### src/rtl/muldiv_pkg.sv
// ============================================================================
// muldiv_pkg : shared types, funct3 codes and helpers for the RV32M sequencer
// Revision   : 1.0
// ============================================================================
`default_nettype none

package muldiv_pkg;

    typedef enum logic [1:0] {
        ST_IDLE = 2'd0,
        ST_CALC = 2'd1,
        ST_DONE = 2'd2
    } muldiv_state_t;

    localparam logic [2:0] F3_MUL    = 3'b000;
    localparam logic [2:0] F3_MULH   = 3'b001;
    localparam logic [2:0] F3_MULHSU = 3'b010;
    localparam logic [2:0] F3_MULHU  = 3'b011;
    localparam logic [2:0] F3_DIV    = 3'b100;
    localparam logic [2:0] F3_DIVU   = 3'b101;
    localparam logic [2:0] F3_REM    = 3'b110;
    localparam logic [2:0] F3_REMU   = 3'b111;

    localparam int XLEN_ITER = 32;
    localparam int CNT_W     = $clog2(XLEN_ITER);

    function automatic logic is_div(input logic [2:0] f3);
        return f3[2];
    endfunction

    function automatic logic a_is_signed(input logic [2:0] f3);
        return (f3 == F3_MUL) || (f3 == F3_MULH) || (f3 == F3_MULHSU) ||
               (f3 == F3_DIV) || (f3 == F3_REM);
    endfunction

    function automatic logic b_is_signed(input logic [2:0] f3);
        return (f3 == F3_MUL) || (f3 == F3_MULH) ||
               (f3 == F3_DIV) || (f3 == F3_REM);
    endfunction

endpackage

`default_nettype wire

### src/rtl/muldiv_signfix.sv
// ============================================================================
// muldiv_signfix : operand magnitude/sign extraction and final sign correction
// Revision       : 1.0
// ============================================================================
`default_nettype none

module muldiv_signfix
    import muldiv_pkg::*;
#(
    parameter int XLEN = 32
) (
    input  logic [2:0]        funct3,
    input  logic [XLEN-1:0]   op_a,
    input  logic [XLEN-1:0]   op_b,
    output logic [XLEN-1:0]   mag_a,
    output logic [XLEN-1:0]   mag_b,
    output logic              sign_a,
    output logic              sign_b,
    input  logic [2:0]        op_funct3,
    input  logic              op_sign_a,
    input  logic              op_sign_b,
    input  logic              div_zero,
    input  logic [2*XLEN-1:0] raw,
    output logic [XLEN-1:0]   fixed
);

    logic [2*XLEN-1:0] prod;
    logic [XLEN-1:0]   quo;
    logic [XLEN-1:0]   rem;

    always_comb begin
        sign_a = a_is_signed(funct3) & op_a[XLEN-1];
        sign_b = b_is_signed(funct3) & op_b[XLEN-1];
        mag_a  = sign_a ? -op_a : op_a;
        mag_b  = sign_b ? -op_b : op_b;
    end

    // A zero divisor leaves the dividend magnitude in the remainder, so the
    // usual remainder correction rebuilds op_a; only the quotient is held.
    always_comb begin
        prod  = (op_sign_a ^ op_sign_b) ? -raw : raw;
        quo   = raw[XLEN-1:0];
        rem   = raw[2*XLEN-1:XLEN];
        fixed = '0;
        case (op_funct3)
            F3_MUL:                        fixed = prod[XLEN-1:0];
            F3_MULH, F3_MULHSU, F3_MULHU:  fixed = prod[2*XLEN-1:XLEN];
            F3_DIV, F3_DIVU:
                fixed = ((op_sign_a ^ op_sign_b) && !div_zero) ? -quo : quo;
            F3_REM, F3_REMU:               fixed = op_sign_a ? -rem : rem;
            default:                       fixed = '0;
        endcase
    end

endmodule

`default_nettype wire

### src/rtl/muldiv_seq.sv
// ============================================================================
// muldiv_seq : iterative RV32M multiply/divide sequencer owning the EX stall.
//              MULDIV_FAST_EN: zero-operand multiplies and zero-divisor
//              divides bypass the iteration phase.
// Revision   : 1.0
// ============================================================================
`default_nettype none

module muldiv_seq
    import muldiv_pkg::*;
#(
    parameter int XLEN = 32
) (
    input  logic            clk,
    input  logic            reset,
    input  logic            start,
    input  logic [2:0]      funct3,
    input  logic [XLEN-1:0] op_a,
    input  logic [XLEN-1:0] op_b,
    input  logic            flush,
    output logic            stall,
    output logic            busy,
    output logic            done,
    output logic [XLEN-1:0] result
);

    muldiv_state_t     state;
    muldiv_state_t     state_next;
    logic [CNT_W-1:0]  cnt;
    logic [2:0]        fn;
    logic              sa;
    logic              sb;
    logic [XLEN-1:0]   opnd;
    logic [2*XLEN-1:0] work;
    logic [2*XLEN-1:0] work_next;

    logic              accept;
    logic              fast;
    logic [XLEN-1:0]   mag_a;
    logic [XLEN-1:0]   mag_b;
    logic              sign_a;
    logic              sign_b;
    logic [XLEN-1:0]   fixed;

    logic [XLEN:0]     mul_sum;
    logic [XLEN:0]     rsh;
    logic              ge;
    logic [XLEN-1:0]   diff;
    logic [XLEN-1:0]   new_rem;

`ifdef MULDIV_FAST_EN
    logic [XLEN-1:0]   fast_result;

    always_comb begin
        fast        = is_div(funct3) ? (op_b == '0) : ((op_a == '0) || (op_b == '0));
        fast_result = '0;
        if (is_div(funct3))
            fast_result = funct3[1] ? op_a : '1;
    end
`else
    assign fast = 1'b0;
`endif

    muldiv_signfix #(.XLEN(XLEN)) u_signfix (
        .funct3    (funct3),
        .op_a      (op_a),
        .op_b      (op_b),
        .mag_a     (mag_a),
        .mag_b     (mag_b),
        .sign_a    (sign_a),
        .sign_b    (sign_b),
        .op_funct3 (fn),
        .op_sign_a (sa),
        .op_sign_b (sb),
        .div_zero  (opnd == '0),
        .raw       (work_next),
        .fixed     (fixed)
    );

    // work holds {hi, lo} of the product, or {remainder, quotient} for divides
    always_comb begin
        mul_sum = {1'b0, work[2*XLEN-1:XLEN]} + (work[0] ? {1'b0, opnd} : '0);
        rsh     = {work[2*XLEN-1:XLEN], work[XLEN-1]};
        ge      = rsh >= {1'b0, opnd};
        diff    = rsh[XLEN-1:0] - opnd;
        new_rem = ge ? diff : rsh[XLEN-1:0];
        if (is_div(fn))
            work_next = {new_rem, work[XLEN-2:0], ge};
        else
            work_next = {mul_sum, work[XLEN-1:1]};
    end

    always_ff @(posedge clk or posedge reset) begin
        if (reset)
            state <= ST_IDLE;
        else
            state <= state_next;
    end

    always_comb begin
        state_next = state;
        accept     = 1'b0;
        case (state)
            ST_IDLE: begin
                if (start && !flush) begin
                    accept     = 1'b1;
                    state_next = fast ? ST_DONE : ST_CALC;
                end
            end
            ST_CALC: if (cnt == '0) state_next = ST_DONE;
            ST_DONE: state_next = ST_IDLE;
            default: state_next = ST_IDLE;
        endcase
        if (flush)
            state_next = ST_IDLE;
        stall = accept || (state == ST_CALC);
        busy  = (state == ST_CALC);
        done  = (state == ST_DONE);
    end

    always_ff @(posedge clk or posedge reset) begin
        if (reset) begin
            cnt    <= '0;
            fn     <= '0;
            sa     <= 1'b0;
            sb     <= 1'b0;
            opnd   <= '0;
            work   <= '0;
            result <= '0;
        end else if (accept) begin
            cnt  <= CNT_W'(XLEN_ITER - 1);
            fn   <= funct3;
            sa   <= sign_a;
            sb   <= sign_b;
            opnd <= mag_b;
            work <= {{XLEN{1'b0}}, mag_a};
`ifdef MULDIV_FAST_EN
            if (fast)
                result <= fast_result;
`endif
        end else if (state == ST_CALC && !flush) begin
            work <= work_next;
            if (cnt == '0)
                result <= fixed;
            else
                cnt <= cnt - 1'b1;
        end
    end

endmodule

`default_nettype wire

### config.mk
export PLATFORM = sky130hd
export DESIGN_NAME = muldiv_seq
export DESIGN_NICKNAME = d
export VERILOG_FILES = /design/src/rtl/muldiv_pkg.sv /design/src/rtl/muldiv_signfix.sv /design/src/rtl/muldiv_seq.sv
export SDC_FILE = /design/constraint.sdc
export NUM_CORES = 1
export LEC_CHECK = 0
export CORE_UTILIZATION = 61
export DETAILED_ROUTE_END_ITERATION = 7
export PLACE_DENSITY = 0.82
export SLEW_MARGIN = 20
export SYNTH_ARGS = -nofsm -noshare
export SYNTH_HDL_FRONTEND = slang
export SYNTH_SLANG_ARGS = --single-unit
### constraint.sdc
create_clock -name clk -period 6.1 [get_ports clk]
set_input_delay 0.915 -clock clk [delete_from_list [all_inputs] [get_ports clk]]
set_output_delay 0.915 -clock clk [all_outputs]
set_load 0.01 [all_outputs]
; After elaboration in Yosys (flattened, before gate mapping)
; Cells that the tools add are included.
[totals]
reg_bits = 140
word_cells = 81
[classes]
addsub = 8
n_lt_le_gt_ge = 1
eq_ne = 16
muxes = 20
n_bitwise = 4
reduce_logical = 24
[ops]
columns = op, count
row1 = 64-bit two-way mux, 4
row2 = 32-bit two-way mux, 6
row3 = 32-bit negation, 4
row4 = 32-bit one-hot mux with 4 select lines, 1
row5 = 64-bit negation, 1
row6 = 32-bit by 32-bit adder with 33-bit output, 1
row7 = 33-bit by 32-bit >= comparator with 1-bit output, 1
row8 = 32-bit zero test, 1
row9 = 32-bit subtractor, 1
row10 = "3-bit == test, second input constant", 6
row11 = 5-bit two-way mux, 3
row12 = "3-bit by 2-bit == test with 1-bit output, second input constant", 3
row13 = 1-bit logical OR, 7
row14 = "3-bit by 1-bit == test with 1-bit output, second input constant", 2
row15 = 3-bit zero test, 2
row16 = 2-bit two-way mux, 3
row17 = 5-bit zero test, 1
row18 = "5-bit by 1-bit subtractor with 5-bit output, second input constant", 1
row19 = 2-bit one-hot mux with 2 select lines, 1
row20 = 2-bit AND reduction, 2
row21 = 2-bit OR reduction, 2
row22 = 1-bit logical AND, 3
row23 = "3-bit by 2-bit != test with 1-bit output, second input constant", 1
row24 = "3-bit != test, second input constant", 1
row25 = other kinds (12), 15

; Longest topological paths before layout
[depth]
word_depth = 8
ltp_mapped = 23
ltp_nobuf = 20

; Modules after synthesis
; A second synthesis with hierarchy kept.
[unflattened]
hier_cells = 2006
area_unflattened_um2 = 14824.2
[by_module_without_submodules]
columns = mod, n_inst, cells_each, area_each_um2, seq_area_each_um2
row1 = muldiv_seq, 1, 1290, 10372.4, 3503.4
row2 = muldiv_signfix, 1, 716, 4451.8, 0.0

; Worst setup path after synthesis
; Ideal clock, no wire load.
[synth_timing]
kind = register -> register
from = register fn[2]
to = register result[26]
setup_time_ns = 0.123
arrival_ns = 4.892
required_ns = 5.977
setup_slack_ns = 1.085
stages_incl_launch_ff = 21
path_buffers = 9
cell_sequence = dfrtp_1 -> clkbuf_1 -> buf_2 -> buf_1 -> buf_1 -> buf_1 -> clkbuf_1 -> buf_1 -> clkbuf_1 -> clkbuf_1 -> o21ai_0 -> ha_1 -> nand3_1 -> nor2_1 -> and3_1 -> nand3_1 -> nand2_1 -> xnor2_1 -> a221oi_1 -> o221ai_1 -> o221a_2
[synth_via]
elab_chain_len = 4
[synth_rtl]
columns = element, line_no
row1 = start: declaration, muldiv_seq.sv:30  ; logic [2:0] fn;
row2 = start signal: assignment, muldiv_seq.sv:132  ; fn <= funct3;
row3 = 64-bit two-way mux, muldiv_seq.sv:87  ; if (is_div(fn))
row4 = "64-bit negation, or another cell as far along", muldiv_signfix.sv:41  ; prod = (op_sign_a ^ op_sign_b) ? -raw : raw;
row5 = "64-bit two-way mux, or another cell as far along", muldiv_signfix.sv:41
row6 = 32-bit one-hot mux with 4 select lines (*), muldiv_signfix.sv:45  ; case (op_funct3)
row7 = end signal: assignment, muldiv_seq.sv:144  ; result <= fixed;
row8 = end: declaration, muldiv_seq.sv:24  ; output logic [XLEN-1:0] result
; Every way passes the cells marked *; elsewhere a longest branch is shown, timed or not.
; A chain may end at the register's enable or synchronous reset.

; Worst setup path in the final report
[layout_timing]
from = register opnd[20]
to = register result[18]
[layout_via]
elab_chain_len = 6
[layout_rtl]
columns = element, line_no
row1 = start: declaration, muldiv_seq.sv:33  ; logic [XLEN-1:0] opnd;
row2 = start signal: assignment, muldiv_seq.sv:135  ; opnd <= mag_b;
row3 = 33-bit by 32-bit >= comparator with 1-bit output, muldiv_seq.sv:84  ; ge = rsh >= {1'b0, opnd};
row4 = 32-bit two-way mux, muldiv_seq.sv:86  ; new_rem = ge ? diff : rsh[XLEN-1:0];
row5 = 64-bit two-way mux, muldiv_seq.sv:87
row6 = 64-bit negation / 32-bit negation (equally long branches), "muldiv_signfix.sv:41, muldiv_signfix.sv:50"
row7 = 64-bit two-way mux / 32-bit two-way mux (equally long branches), "muldiv_signfix.sv:41, muldiv_signfix.sv:50"
row8 = 32-bit one-hot mux with 4 select lines (*), muldiv_signfix.sv:45
; Marks and branches as above.

==> impl_metrics.yaml <==
sta:
  slew_viol_final: 0
  relSlewSlack_pct: 23.3
  finalSetupTns_ns: 0
  setup_viol: 0
  holdWs_ns: 0.486
  rsz0062_at_grt: "no"
  skew_ns: 0.0193
  worst_pin_slew_ns: 1.15
  hold_viol: 0
  timing.fmax_mhz: 175
  period_share_pct: 93.6
  min_period_ns: 5.71
placed_design:
  hpwl_mm: 43.1
  place_inst: 2366
  io_buffers: 105
  gp_congestion: 1.07
finish:
  num_antenna_cells: 0
  ff_latch_area_mm2: 0.00351
  finalNonFillerCells: 2398
  drive_gt1_share_pct: 6.12
  fin_nets: 2204
  multi_input_area_mm2: 0.0109
  area_growth_pct: 13.1
  fill_cells: 2004
synthesis:
  ys_ff_latch: 140
  synth_ff_type: "dfrtp_1"
  synth_area_leaders: "dfrtp_1 (23%), nand2_1 (6.3%), xnor2_1 (6.3%)"
  synth_fp_nets: 2154
  yosysTopAreaCell: "dfrtp_1"
  synth_edf_count: 0
  syn-cell-area_mm2: 0.0150
  syn_inst: 2011
  yosysSeqAreaShare_pct: 23.3
  synth_top_area_share_pct: 23.3
  avgSynthCellArea_um2: 7.48
  synth_commonest_cells: "nand2_1 (252), o21ai_0 (182), nor2_1 (161)"
  ys_warn_count: 0
  ys_async_sr_fraction_pct: 100
  synth.most_common_cell: "nand2_1"
  ys_types: 89
power_and_ir_drop:
  vdd_drop_max_v: 0.000264
  finalPower_mw: 9.12
  power.density_mw_per_mm2: 536
  power.leakage_nw: 6.86
clock_tree:
  cts.sinks: 140
  h-tree-depth: 4
  cts.clk_slew.worst_paths_ns: 0.07
  hold_buffers: 0
  clk_latency_ns: 0.44
  clk_path_buf_depth: 2
  numCtsBuffers: 17
  cts_tree: "yes"
  cts_setup_buffers: 0
  cts_resized: 0
  clockRootBuffer: "clkbuf_16"
flow_run:
  cap_violations: 0
routing:
  firstDrtPassIters: 8
  ant_nets: 0
  wl_per_cell_um: 24.0
  vias: 17000
  dr.first_iter.drc_count: 2570
  drc: 31
  via_per_inst: 7.08
  wl_mm: 57.6
die:
  ios: 106
  die_h_um: 159
  dieArea_mm2: 0.0253
  core-area_mm2: 0.0242
  start_util_pct: 62.0
  fp-row-count: 57
  die_w_um: 159
setup_path:
  r2r_cells: 18
  reg2reg_setup_slack_ns: 0.39
  worstSetupStartpointType: "register"
  regToRegEndpoint: "result[18]"
  cp_data_arrival_time_ns: 6.03
  reg2reg_from: "opnd[20]"
  cp_max_fo: 15
  crit_required_ns: 6.42
  crit_type: "register to register"
  worst_setup_path_end_kind: "register"
global_route:
  grt_max_degree: 132
  grt_pass1_wl_mm: 88.7
  antenna_found_initial: 1
  grt-ovfl-total: 0
  grt_usage_pct: 44.8
  first_global_vias: 15600
min_path:
  min_to: "result[3]"
  hold_path.class: "register to register"
  holdPathStages: 2
  min_from: "result[3]"
outcome:
  violations: "DRC"
  status: "finished, violations left"
[worst max-delay path by stage]
stage	start	endpoint	slack, ns	cells past startpoint
CTS	opnd[20]	result[18]	0.61	18
finish	opnd[20]	result[18]	0.39	18
global route	opnd[20]	result[26]	0.14	20
global placement	opnd[20]	result[26]	0.68	20
floorplan	fn[2]	result[26]	1.09	20
detailed placement	opnd[20]	result[18]	0.65	18
[routing by layer]
layer,GRT usage (%),part of all wire [%]
met1,61.2,40
met2,67.0,42
met3,10.5,13
met4,20.7,5.6
met5,0,0.023
[critical path, stage by stage (launching register included)]
cell	delay, ns
dfrtp_1	0.43
inv_1	0.07
ha_1	0.38
a21oi_1	0.25
o21ai_0	0.28
nand3b_1	0.17
o311ai_1	0.13
or2_2	0.47
nor2_1	0.52
nand2_1	0.20
o21ai_0	0.23
ha_1	0.34
nand3_1	0.31
nor2_1	0.57
nand2_1	0.27
o41ai_1	0.42
xor2_1	0.21
o221ai_1	0.14
a22o_1	0.22
[report_power, final]
part / switching (mW) / internal [mW] / total (mW)
Combinational: 4.14 / 2.25 / 6.39
Sequential: 0.460 / 1.16 / 1.62
Clock: 0.492 / 0.614 / 1.11
[cell type report]
type | count | share of cell area [%]
clock buffers | 19 | 2.55
well taps | 324 | 2.38
inverters | 70 | 1.58
flip-flops and latches | 140 | 20.6
repair buffers | 145 | 7.97
clock inverters | 13 | 0.942
multi-input cells | 1687 | 64.0
[cell usage in the layout, fill, tap and decap left out, types with 37 or more instances in the layout]
cell type        netlist  routed
buf_4                  1      39
xor2_1                86      85
o211ai_1              44      44
mux2i_1               40      40
clkdlybuf4s50_1        0     105
nor3_1                50      49
a31oi_1               43      43
nor2_1               161     159
a21oi_1              160     160
and2_1                44      44
xnor2_1              108     107
ha_1                  70      70
nand2_1              252     252
nand3_1               37      37
o21ai_0              182     182
inv_1                 69      68
dfrtp_1              140     139
[registers in the layout, summed over array words and instances (netlist names)]
signal  flops
sb          1
work       64
fn          3
cnt         5
result     32
sa          1
opnd       32
state       2
[through the flow]
stage                     worst slack (ns)  util [%]  cell area, µm²
after floorplan                       1.09         -           15000
after global placement               0.678      67.6           16400
after detailed placement             0.653      67.6           16400
after CTS                            0.614      70.1           17000
after global routing                 0.143      70.1           17000
final                                0.391      70.1           17000
[cell families (layout without fill, tap and decap cells)]
group	count (synthesis)	in the layout	share of synthesized area [%]
buffers and inverters	184	247	4.71
AOI/OAI and AO/OA	660	660	28.5
xor gates and xnor gates	194	194	11.3
DFF	140	140	23.3
muxes	44	44	2.96
adders and majority gates	72	72	6.09
and+or+nand+nor	717	717	23.1
(Power assumes the default switching activity.)
